`src/rtl/rsi_sched_pkg.sv`:
```
// Shared constants, FSM state type and sample-word packing for the RSI feed scheduler.
package rsi_sched_pkg;
    localparam int NUM_STOCKS = 4;
    localparam int PRICE_W    = 14;
    localparam int ID_W       = 2;
    localparam int WORD_W     = ID_W + PRICE_W;
    localparam int CNT_W      = 16;

    typedef enum logic [1:0] {
        IDLE    = 2'd0,
        ISSUE   = 2'd1,
        CAPTURE = 2'd2,
        RESP    = 2'd3
    } sched_state_t;

    function automatic logic [WORD_W-1:0] pack_sample(input logic [ID_W-1:0]    id,
                                                      input logic [PRICE_W-1:0] price);
        return {id, price};
    endfunction
endpackage

```
`src/rtl/rsi_rr_arbiter.sv`:
```
// Four-way combinational round-robin pick; scanning starts at rr_ptr and wraps.
module rsi_rr_arbiter
    import rsi_sched_pkg::*;
(
    input  logic [NUM_STOCKS-1:0] eligible,
    input  logic [ID_W-1:0]       rr_ptr,
    output logic [NUM_STOCKS-1:0] grant_onehot,
    output logic [ID_W-1:0]       grant_idx,
    output logic                  any
);
    logic [NUM_STOCKS-1:0] rotated;
    logic [ID_W-1:0]       cand_idx [NUM_STOCKS];

    genvar gi;
    generate
        for (gi = 0; gi < NUM_STOCKS; gi++) begin : g_rot
            // 2-bit add gives the modulo-4 wrap for free
            assign cand_idx[gi] = rr_ptr + ID_W'(gi);
            assign rotated[gi]  = eligible[cand_idx[gi]];
        end
    endgenerate

    always_comb begin
        grant_idx = '0;
        any       = 1'b0;
        for (int i = NUM_STOCKS - 1; i >= 0; i--) begin
            if (rotated[i]) begin
                grant_idx = cand_idx[i];
                any       = 1'b1;
            end
        end
    end

    generate
        for (gi = 0; gi < NUM_STOCKS; gi++) begin : g_onehot
            assign grant_onehot[gi] = any && (grant_idx == ID_W'(gi));
        end
    endgenerate
endmodule

```
`src/rtl/rsi_feed_scheduler.sv`:
```
// Shares one RSI engine between four price feeds: arbitrate, issue one engine
// update per accepted sample, capture the decision and hand it out on a backpressured port.
module rsi_feed_scheduler
    import rsi_sched_pkg::*;
(
    input  logic                          clk,
    input  logic                          rst,
    input  logic [NUM_STOCKS-1:0]         req_valid,
    input  logic [NUM_STOCKS*PRICE_W-1:0] req_price,
    output logic [NUM_STOCKS-1:0]         req_ready,
    input  logic [NUM_STOCKS-1:0]         stock_mask,
    output logic                          eng_enable,
    output logic [WORD_W-1:0]             eng_price_in,
    input  logic                          eng_buy,
    input  logic                          eng_sell,
    input  logic [ID_W-1:0]               eng_stock_id,
    output logic                          res_valid,
    input  logic                          res_ready,
    output logic [ID_W-1:0]               res_stock_id,
    output logic                          res_buy,
    output logic                          res_sell,
    output logic                          busy,
    output logic [CNT_W-1:0]              issue_count,
    output logic                          id_mismatch
);
    sched_state_t          state_reg, state_next;
    logic [ID_W-1:0]       rr_ptr_reg;
    logic [WORD_W-1:0]     word_reg;
    logic [ID_W-1:0]       res_stock_id_reg;
    logic                  res_buy_reg, res_sell_reg;
    logic [CNT_W-1:0]      issue_count_reg;
    logic                  id_mismatch_reg;

    logic [NUM_STOCKS-1:0] eligible, grant_onehot;
    logic [ID_W-1:0]       grant_idx;
    logic                  grant_any, accept;
    logic [PRICE_W-1:0]    price_arr [NUM_STOCKS];

    genvar gi;
    generate
        for (gi = 0; gi < NUM_STOCKS; gi++) begin : g_price
            assign price_arr[gi] = req_price[gi*PRICE_W +: PRICE_W];
        end
    endgenerate

    assign eligible = req_valid & stock_mask;

    rsi_rr_arbiter u_arb (
        .eligible     (eligible),
        .rr_ptr       (rr_ptr_reg),
        .grant_onehot (grant_onehot),
        .grant_idx    (grant_idx),
        .any          (grant_any)
    );

    // Only IDLE grants, so res_ready never reaches req_ready combinationally
    assign accept    = (state_reg == IDLE) && grant_any;
    assign req_ready = (state_reg == IDLE) ? grant_onehot : '0;

    always_comb begin
        state_next = state_reg;
        case (state_reg)
            IDLE:    if (accept) state_next = ISSUE;
            ISSUE:   state_next = CAPTURE;
            CAPTURE: state_next = RESP;
            RESP:    if (res_ready) state_next = IDLE;
            default: state_next = IDLE;
        endcase
    end

    always_ff @(posedge clk) begin
        if (rst) begin
            state_reg        <= IDLE;
            rr_ptr_reg       <= '0;
            word_reg         <= '0;
            res_stock_id_reg <= '0;
            res_buy_reg      <= 1'b0;
            res_sell_reg     <= 1'b0;
            issue_count_reg  <= '0;
            id_mismatch_reg  <= 1'b0;
        end else begin
            state_reg <= state_next;
            if (accept) begin
                rr_ptr_reg <= grant_idx + ID_W'(1);
                word_reg   <= pack_sample(grant_idx, price_arr[grant_idx]);
            end
            if (state_reg == ISSUE && issue_count_reg != {CNT_W{1'b1}}) begin
                issue_count_reg <= issue_count_reg + CNT_W'(1);
            end
            if (state_reg == CAPTURE) begin
                res_stock_id_reg <= eng_stock_id;
                res_buy_reg      <= eng_buy;
                res_sell_reg     <= eng_sell;
                if (eng_stock_id != word_reg[WORD_W-1 -: ID_W]) begin
                    id_mismatch_reg <= 1'b1;
                end
            end
        end
    end

    // The latched word doubles as the engine input and simply holds between updates
    assign eng_price_in = word_reg;
    assign eng_enable   = (state_reg == ISSUE);
    assign res_valid    = (state_reg == RESP);
    assign res_stock_id = res_stock_id_reg;
    assign res_buy      = res_buy_reg;
    assign res_sell     = res_sell_reg;
    assign busy         = (state_reg != IDLE);
    assign issue_count  = issue_count_reg;
    assign id_mismatch  = id_mismatch_reg;
endmodule

```
`config.mk`:
```
export PLATFORM = sky130hd
export DESIGN_NAME = rsi_feed_scheduler
export DESIGN_NICKNAME = d
export VERILOG_FILES = /design/src/rtl/rsi_sched_pkg.sv /design/src/rtl/rsi_rr_arbiter.sv /design/src/rtl/rsi_feed_scheduler.sv
export SDC_FILE = /design/constraint.sdc
export NUM_CORES = 1
export LEC_CHECK = 0
export CORE_UTILIZATION = 47
export CTS_BUF_LIST = sky130_fd_sc_hd__clkbuf_8 sky130_fd_sc_hd__clkbuf_16
export CTS_CLUSTER_SIZE = 28
export DETAILED_ROUTE_END_ITERATION = 6
export PLACE_DENSITY = 0.94
export SLEW_MARGIN = 20
export SYNTH_ARGS = -nofsm -noshare
export SYNTH_HDL_FRONTEND = slang
export SYNTH_SLANG_ARGS = --single-unit
export TNS_END_PERCENT = 100
```
`constraint.sdc`:
```
create_clock -name clk -period 2.9 [get_ports clk]
set_clock_uncertainty 0.1 [all_clocks]
set_input_delay 0.435 -clock clk [delete_from_list [all_inputs] [get_ports clk]]
set_output_delay 0.435 -clock clk [all_outputs]
set_load 0.02 [all_outputs]
```
# ---- Yosys cells after proc, flatten, opt, wreduce, memory -nomap -nowiden
# Cells that the tools add are included.
dict set report classes {
  muxes 23
  n_eq_ne 10
  bitwise 2
  n_reduce_logical 11
  n_lt_le_gt_ge 5
  add_sub_neg 5
}
# operator n
set ops {}
lappend ops {{binary-select mux 14 bit (select 2 bit)} 1}
lappend ops {{2-to-1 mux 14 bit} 2}
lappend ops {{adder 16 x 1 -> 16 bit, second input constant} 1}
lappend ops {{inequality test 16 bit, second input constant} 1}
lappend ops {{less-than comparator 2 x 3 -> 1 bit, second input constant} 4}
lappend ops {{2-to-1 mux 2 bit} 6}
lappend ops {{binary-select mux 1 bit (select 2 bit)} 4}
lappend ops {{== test 2 bit, second input constant} 4}
lappend ops {{2-to-1 mux 1 bit} 8}
lappend ops {{case mux 2 bit (4 select lines)} 1}
lappend ops {{logical AND 1 bit} 6}
lappend ops {{adder 2 x 1 -> 2 bit, second input constant} 2}
lappend ops {{adder 2 bit, second input constant} 2}
lappend ops {{AND 4 bit} 1}
lappend ops {{== test 2 x 1 -> 1 bit, second input constant} 2}
lappend ops {{logical NOT 2 bit} 2}
lappend ops {{2-to-1 mux 4 bit} 1}
lappend ops {{AND reduction 2 bit} 2}
lappend ops {{>= comparator 3 bit, second input constant} 1}
lappend ops {{NOT 2 -> 3 bit} 1}
lappend ops {{inequality test 2 x 1 -> 1 bit, second input constant} 1}
lappend ops {{inequality test 2 bit} 1}
lappend ops {{inequality test 2 bit, second input constant} 1}
lappend ops {{nonzero test 2 bit} 1}
dict set report word_totals {
  regBits 41
  out_inout_bits 44
  inputBits 71
  wordCells 64
}

# ---- Longest topological paths before layout
# Gate-level depths: netlist of the first run.
dict set report logic_depth {
  word_depth 11
  ltp_mapped 7
  ltp_nobuf 7
}

# ---- Modules after synthesis
# From an unflattened synthesis of the first run, not the netlist that was laid out.
dict set report hier_totals {
  hier_cells 268
  area_unflattened_um2 2419.8
}
# module instances cells_per_inst area_per_inst_um2 seq_area_each_um2
set modules_own_cells {}
lappend modules_own_cells {rsi_feed_scheduler 1 235 2208.4 820.8}
lappend modules_own_cells {rsi_rr_arbiter 1 33 211.5 0.0}

# ---- Worst setup path before layout of the first run
# Ideal clock, no wire load.
dict set report synth_timing {
  path_type {input-to-output}
  startpoint {input port req_valid[3]}
  endpoint {output port req_ready[0]}
  slack_ns 0.541
  required_time_ns 2.365
  stages 6
  t_arrival_ns 1.824
  path_cell_list {a22o_4 o2111a_1 buf_6 or2_1 buf_4 nor3_1}
}
dict set report synth_via {
  elab_chain_cells 10
  elab_cells_between_ends 20
  cone_classes {mux (17); bitwise (1); reduce/logical (2)}
}
# item line
set synth_lines {}
lappend synth_lines {{start, declared} rsi_feed_scheduler.sv:8} ;# input logic [NUM_STOCKS-1:0] req_valid,
lappend synth_lines {{AND 4 bit *} rsi_feed_scheduler.sv:46} ;# assign eligible = req_valid & stock_mask;
lappend synth_lines {{binary-select mux 1 bit (select 2 bit)} rsi_rr_arbiter.sv:19} ;# assign rotated[gi] = eligible[cand_idx[gi]];
lappend synth_lines {{2-to-1 mux 1 bit (not written as such)} rsi_rr_arbiter.sv:19}
lappend synth_lines {{2-to-1 mux 2 bit (4 in a row)} rsi_rr_arbiter.sv:27} ;# if (rotated[i]) begin
lappend synth_lines {{logical NOT 2 bit} rsi_rr_arbiter.sv:36} ;# assign grant_onehot[gi] = any && (grant_idx == ID_W'(gi));
lappend synth_lines {{logical AND 1 bit *} rsi_rr_arbiter.sv:36}
lappend synth_lines {{2-to-1 mux 4 bit *} rsi_feed_scheduler.sv:58} ;# assign req_ready = (state_reg == IDLE) ? grant_onehot : '0;
lappend synth_lines {{end, declared} rsi_feed_scheduler.sv:10} ;# output logic [NUM_STOCKS-1:0] req_ready,
# Mark *: on every way between the ends. The rest lies on a longest branch, timed or not. The select of a mux whose other input is x is not followed.

# ---- Final worst setup path of the first run
dict set report layout_timing {
  startpoint {input port req_valid[1]}
  endpoint {output port req_ready[0]}
}
# The elaborated chain is that of the path after synthesis.

==> summary.md, run 1 <==
| Metric | Value |
|---|---|
| Status | completed |
| R2R Path Start | state_reg[0]$_SDFFE_PP0P_ |
| Lkg Pwr | 1.52 nW |
| Post-layout min period | 2.75 ns |
| Ys Warns | 0 |
| Critical Path Start Type | input port |
| IO Port Bufs | 114 |
| Clk slew on worst S/H paths | 0.08 ns |
| Mapped Cells | 331 |
| Mean Syn Cell Area | 8.33 um2 |
| Unrepaired setup endpoints after global routing | false |
| Worst hold slack | 0.392 ns |
| Final ANT Viol Nets | 0 |
| Core area | 5570 um2 |
| Tot Pwr | 0.00243 W |
| Total global routing overflow | 0 |
| Initial antenna violation count | 0 |
| Top post-synthesis cells by area | dfxtp_1 30%, o21a_1 7.6%, nor3b_1 7.4%, a21oi_1 4.2%, o32ai_1 4.1% |
| Fin crit share | 0.949 |
| I/O pin count | 115 |
| Net Count, Synth | 407 |
| CTS tree | built |
| Worst EP arrival | 2.22 ns |
| Area of the multi-input gates | 1770 um2 |
| Root Driver | clkbuf_8 |
| Area growth from synthesis to layout | 46.6% |
| Clock latency on the worst-skew pair | 0.30 ns |
| Maximum VDD drop | 0.481 mV |
| Max Root-Sink Buffers | 2 |
| Slew @ Worst Pin | 0.533 ns |
| TritonCTS sink count | 41 |
| Row count | 27 |
| Drt via density | 5.61 |
| Yosys top cell by area | dfxtp_1 |
| Area of the die | 6180 um2 |
| Top FF cell, synth | dfxtp_1 |
| Maximum number of pins on one net before global-route repair | 55 |
| Final Hold Fails | 0 |
| Hold-fix buffers at CTS | 0 |
| Final GP Congestion | 0.965 |
| Critical path class | in2out |
| Number of synthesized flops with an enable pin | 0 |
| DP HPWL | 5.78 mm |
| Crit path max fanout | 4 |
| Top cells by count, synth | 41 x dfxtp_1, 29 x nor2_1, 28 x o21a_1 |
| Async S/R FF share, synth | 0 |
| Synth unique cells | 47 |
| Die Width | 78.6 um |
| Seq/Total Area, Yosys | 0.298 |
| PwrDens | 602 nW/um2 |
| Worst Hold Class | reg2reg |
| Final Max Slew Viols | 0 |
| Initial core utilization | 0.495 |
| Drt first pass iters | 5 |
| CTS buffer count | 5 |
| Crit path from | req_valid[1] |
| DR iter-0 viols | 256 |
| Buffers inserted by post-CTS timing repair | 0 |
| Count leader, synth | dfxtp_1 |
| H-tree depth | 2 |
| Post-synth top area share | 0.298 |
| FF/Latch Area | 821 um2 |
| Number of synthesized register bits | 41 |
| First-pass GRT wire length | 12.9 mm |
| Routed len/inst | 15.3 um |
| Layout net count | 516 |
| Vias in the first global route | 2,701 |
| Vias | 2,879 |
| Rel. slew slack | 0.642 |
| Setup Viol. Count Final | 0 |
| F_max | 363 MHz |
| DRC violation count after routing | 0 |
| Layout fillers | 448 |
| Layout cells sized above 1 | 0.0794 |
| Reg2reg setup slack | 0.73 ns |
| Max Cap Violations | 0 |
| Final WL | 7.83 mm |
| Die H | 78.6 um |
| Hold Startpoint | id_mismatch$_SDFFE_PP0P_ |
| Worst path required time | 2.37 ns |
| Mapped Area | 2760 um2 |
| Diodes inserted | 0 |
| CP Capture Type | primary output |
| Total track usage | 0.262 |
[report_power, final]
part	leakage, nW	switching [W]	total (W)	internal, W
Combinational	1.14	0.000688	0.00131	0.000620
Clock	0.0439	0.000203	0.000369	0.000166
Sequential	0.334	0.0000870	0.000756	0.000669
Total	1.52	0.000978	0.00243	0.00146
[layout by cell type, fill, tap and decap left out, types with 6 or more instances in the layout]
cell type and instances:
nand2_1 12, o32ai_1 13, nor3b_1 27, nor2_1 29, a21oi_1 23, clkdlybuf4s50_1 110, o21ai_0 15, xnor2_1 9
and3_1 16, nor3_1 8, dfxtp_1 41, xor2_1 7, and2_1 17, mux2i_1 8, o21a_1 28, nand3_1 6
buf_4 15
[metal layers]
| layer | global-route usage | up-vias | wire (um) |
|---|---|---|---|
| li1 | - | 1426 | - |
| met1 | 0.328 | 1316 | 3410 |
| met2 | 0.450 | 118 | 3760 |
| met3 | 0.0488 | 19 | 481 |
| met4 | 0.0870 | 0 | 181 |
| met5 | 0 | - | 0 |
[area by class of cell]
cell class | instances | share of cell area
Multi-Input combinational cell | 258 | 0.439
Clock inverter | 3 | 0.00433
Inverter | 5 | 0.00464
Timing Repair Buffer | 129 | 0.310
Tap cell | 72 | 0.0223
Sequential cell | 41 | 0.203
Clock buffer | 5 | 0.0170
[cell families (layout without fill, tap and decap cells)]
| kind of cell | count (synthesis) | count (layout) | share of synthesized area |
|---|---|---|---|
| AOI/OAI and AO/OA | 94 | 94 | 0.247 |
| xor gates and xnor gates | 16 | 16 | 0.0508 |
| adders and majority gates | 5 | 5 | 0.0227 |
| buffers and inverters | 32 | 142 | 0.0603 |
| DFF | 41 | 41 | 0.298 |
| muxes | 8 | 8 | 0.0290 |
| and+or+nand+nor | 135 | 135 | 0.293 |
[worst paths after layout]
| check | end | cells after the start |
|---|---|---|
| setup / recovery | req_ready[0] | 6 |
| hold / removal | id_mismatch$_SDFFE_PP0P_ | 2 |
| setup reg to reg | eng_price_in[2]$_SDFFE_PP0P_ | 7 |
| hold reg to reg | id_mismatch$_SDFFE_PP0P_ | 2 |
[stage by stage]
| stage | instance area (um2) | setup TNS, ns | cells | setup slack, ns | util |
|---|---|---|---|---|---|
| after floorplan | 2760 | 0 | 331 | 0.541 | - |
| after global placement | 3960 | -0.0482 | 505 | -0.0482 | 0.710 |
| after detailed placement | 3960 | -0.239 | 505 | -0.129 | 0.710 |
| after CTS | 4040 | 0 | 513 | 0.0126 | 0.725 |
| after global routing | 4040 | 0 | 513 | 0.0546 | 0.725 |
| final | 4040 | 0 | 513 | 0.147 | 0.725 |
[critical path, cell delays in order]
cell             delay [ns]
clkdlybuf4s50_1        0.46
and2_4                 0.19
o2111a_2               0.26
or2_1                  0.29
nor3_1                 0.23
dlygate4sd2_1          0.36
[repair_timing]
| item | CTS | global route |
|---|---|---|
| endpoints found under the setup margin | 3 | 1 |
| resized for setup | 3 | 1 |
| gates cloned | 0 | 0 |
No activity file was read; power rests on OpenSTA's default activity.
==> inputs of run 2 (changes only) <==
CORE_UTILIZATION = 44   (was 47)
PLACE_DENSITY = 0.92   (was 0.94)
SYNTH_HIERARCHICAL = 1   (was default)
==> run 2 against run 1 <==
Against the previous run: largest cell class unchanged; wire length down 22%; highest routed layer unchanged; cell area down 8.6%; sequential share of layout area up 1.9 points.
==> summary.md, run 2 <==
| Metric | Value |
|---|---|
| Final ANT Viol Nets | 0 (unchanged) |
| First-pass GRT wire length | 10.7 mm (was 12.9 mm) |
| Largest delay contributor family on the critical path | buffers and inverters (unchanged) |
| Count leader, synth | dfxtp_1 (unchanged) |
| I/O pin count | 115 (unchanged) |
| Drt via density | 5.35 (was 5.61) |
| Clk slew on worst S/H paths | 0.08 ns (about the same) |
| Unrepaired setup endpoints after global routing | false (unchanged) |
| Number of synthesized register bits | 41 (unchanged) |
| Finished Core Util | 0.710 (was 0.725) |
| Met2 routed WL | 3.21 mm (was 3.76 mm) |
| H-tree depth | 2 (unchanged) |
| Routed len/inst | 13.7 um (was 15.3 um) |
| Seq/Total Area, Yosys | 0.339 (was 0.298) |
| Slew @ Worst Pin | 0.727 ns (was 0.533 ns) |
| Worst Hold Class | reg2reg (unchanged) |
| CTS buffer count | 5 (unchanged) |
| Die Width | 76.2 um (was 78.6 um) |
| CP Capture Type | primary output (unchanged) |
| Setup Viol. Count Final | 0 (unchanged) |
| Vias in the first global route | 2,397 (was 2,701) |
| Maximum VDD drop | 0.349 mV (was 0.481 mV) |
| CTS tree | built (unchanged) |
| Area of the die | 5800 um2 (was 6180 um2) |
| Lkg Pwr | 1.34 nW (was 1.52 nW) |
| Diodes inserted | 0 (unchanged) |
| Final GP Congestion | 0.832 (was 0.965) |
| Number of synthesized flops with an enable pin | 0 (unchanged) |
| Crit path max fanout | 9 (was 4) |
| Async S/R FF share, synth | 0 (unchanged) |
| Post-synth top area share | 0.339 (was 0.298) |
| Crit-path slowest cell | clkdlybuf4s50_1 (unchanged) |
| Post-layout min period | 2.82 ns (was 2.75 ns) |
| Placed insts | 439 (was 505) |
| Final Max Slew Viols | 0 (unchanged) |
| Die H | 76.2 um (was 78.6 um) |
| Mapped Cells | 268 (was 331) |
| F_max | 354 MHz (was 363 MHz) |
| DRC violation count after routing | 0 (unchanged) |
| Hold-fix buffers at CTS | 0 (unchanged) |
| Core area | 5200 um2 (was 5570 um2) |
| Rel. slew slack | 0.516 (was 0.642) |
| DP HPWL | 4.85 mm (was 5.78 mm) |
| Top FF cell, synth | dfxtp_1 (unchanged) |
| Crit path largest cell delay | 0.53 ns (was 0.46 ns) |
| Commonest non-fill, non-tap cell in the layout | clkdlybuf4s50_1 (unchanged) |
| DR iter-0 viols | 93 (was 256) |
| Row count | 26 (was 27) |
| Area growth from synthesis to layout | 52.7% (was 46.6%) |
| Placed cell area | 3590 um2 (was 3960 um2) |
| Critical Path Start Type | input port (unchanged) |
| Placement-stage worst setup slack | -0.00591 ns (was -0.129 ns) |
| Total global routing overflow | 0 (unchanged) |
| WL met1 | 2.38 mm (was 3.41 mm) |
| Status | completed (unchanged) |
| PwrDens | 614 nW/um2 (was 602 nW/um2) |
| Initial antenna violation count | 0 (unchanged) |
| Final Worst Setup Slack | 0.0755 ns (was 0.147 ns) |
| Max Root-Sink Buffers | 2 (unchanged) |
| Final WL | 6.11 mm (was 7.83 mm) |
| Layout cells sized above 1 | 0.106 (was 0.0794) |
| Final Hold Fails | 0 (unchanged) |
| Net Count, Synth | 345 (was 407) |
| IO Port Bufs | 114 (unchanged) |
| Yosys top cell by area | dfxtp_1 (unchanged) |
| Fin crit share | 0.974 (was 0.949) |
| Highest metal used | met4 (unchanged) |
| Synth unique cells | 50 (was 47) |
| Finished Layout Cells | 447 (was 513) |
| Most frequent cells in the layout | 114 x clkdlybuf4s50_1, 41 x dfxtp_1, 36 x nand2_1, 29 x a21oi_1, 25 x nor2_1 (was 110 x clkdlybuf4s50_1, 41 x dfxtp_1, 29 x nor2_1, 28 x o21a_1, 27 x nor3b_1) |
| Clock latency on the worst-skew pair | 0.29 ns (was 0.30 ns) |
| TritonCTS sink count | 41 (unchanged) |
| Cell Chain, Critical Path | clkdlybuf4s50_1 -> and2_2 -> o2bb2ai_1 -> a22o_1 -> and2_1 -> and2_1 -> clkdlybuf4s50_1 (was clkdlybuf4s50_1 -> and2_4 -> o2111a_2 -> or2_1 -> nor3_1 -> dlygate4sd2_1) |
| Maximum number of pins on one net before global-route repair | 22 (was 55) |
| Crit path buffers/inverters | 2 (unchanged) |
| Total track usage | 0.227 (was 0.262) |
| Worst EP arrival | 2.29 ns (was 2.22 ns) |
| Top cells by count, synth | 41 x dfxtp_1, 36 x nand2_1, 29 x a21oi_1 (was 41 x dfxtp_1, 29 x nor2_1, 28 x o21a_1) |
| Drt first pass iters | 4 (was 5) |
| Mapped Area | 2420 um2 (was 2760 um2) |
| Layout net count | 453 (was 516) |
| Mean Syn Cell Area | 9.03 um2 (was 8.33 um2) |
| Met3 WL post-DR | 439 um (was 481 um) |
| Top post-synthesis cells by area | dfxtp_1 34%, mux4_2 13%, a21oi_1 6.0%, nand2_1 5.6%, nor2_1 3.9% (was dfxtp_1 30%, o21a_1 7.6%, nor3b_1 7.4%, a21oi_1 4.2%, o32ai_1 4.1%) |
| Critical path class | in2out (unchanged) |
| Max Cap Violations | 0 (unchanged) |
| Initial core utilization | 0.465 (was 0.495) |
| Fin area | 3690 um2 (was 4040 um2) |
| Ys Warns | 6 (was 0) |
| Worst path required time | 2.37 ns (about the same) |
| Tot Pwr | 0.00227 W (was 0.00243 W) |
| Root Driver | clkbuf_8 (unchanged) |
| Vias | 2,392 (was 2,879) |
run 2: changes by cell type after synthesis, sizes merged, moves of 10 or more:
cell,delta
nor3b,-26
o32ai,-13
mux4,+14
and3,-15
nand2,+24
buf,-11
o21ai,-10
o21a,-28
run 2: worst reg2reg max path: cells and delay by family (launching register included):
| kind | cells | cell delay [ns] |
|---|---|---|
| compound gates | 3 | 0.38 |
| buf+inv | 1 | 0.21 |
| flops | 1 | 0.56 |
| mux | 2 | 0.75 |
| simple gates | 1 | 0.09 |
run 2: where the power goes:
part | switching, W | internal, W
logic | 0.000551 | 0.000541
clock network | 0.000194 | 0.000215
registers | 0.0000950 | 0.000672
run 2: routing by layer:
layer | up-vias | global-route usage
met5 | - | 0
met2 | 95 | 0.431
met4 | 0 | 0.0596
li1 | 1181 | -
met1 | 1109 | 0.246
met3 | 7 | 0.0611
run 2: repair_timing:
item	in CTS	in global routing
resized for setup	0	2
buffers inserted	0	0
setup endpoints to repair	0	1
hold endpoints to repair	0	0
run 2: worst paths after layout:
path                                                   start                            end  slack [ns]  cells past startpoint
worst min-delay path            eng_price_in[7]$_SDFFE_PP0P_   eng_price_in[7]$_SDFFE_PP0P_        0.36                      2
worst min register to register  eng_price_in[7]$_SDFFE_PP0P_   eng_price_in[7]$_SDFFE_PP0P_        0.36                      2
worst max-delay path                           stock_mask[2]                   req_ready[0]        0.08                      7
worst max register to register    rr_ptr_reg[1]$_SDFFE_PP0P_  eng_price_in[13]$_SDFFE_PP0P_        0.71                      7
run 2: stage by stage:
stage / TNS, ns / hold WS (ns)
2_1_floorplan: 0 / 0.402
3_3_place_gp: 0 / 0.341
3_5_place_dp: -0.00591 / 0.346
4_1_cts: 0 / 0.357
5_1_grt: 0 / 0.372
6_report: 0 / 0.356
run 2: cells by family after synthesis:
| group | Yosys count | synth area share |
|---|---|---|
| AOI/OAI and AO/OA | 56 | 0.143 |
| xor gates and xnor gates | 6 | 0.0217 |
| adders and majority gates | 6 | 0.0310 |
| buffers and inverters | 27 | 0.0610 |
| DFF | 41 | 0.339 |
| muxes | 24 | 0.173 |
| and+or+nand+nor | 108 | 0.231 |
run 2: layout make-up:
type | count | area [um2]
timing repair buffer | 119 | 1190
tap | 70 | 87.6
fill | 399 | 1510
inverter | 9 | 33.8
sequential | 41 | 821
multi-input combinational | 200 | 1460
clock inverter | 1 | 5.00
clock buffer | 7 | 96.3
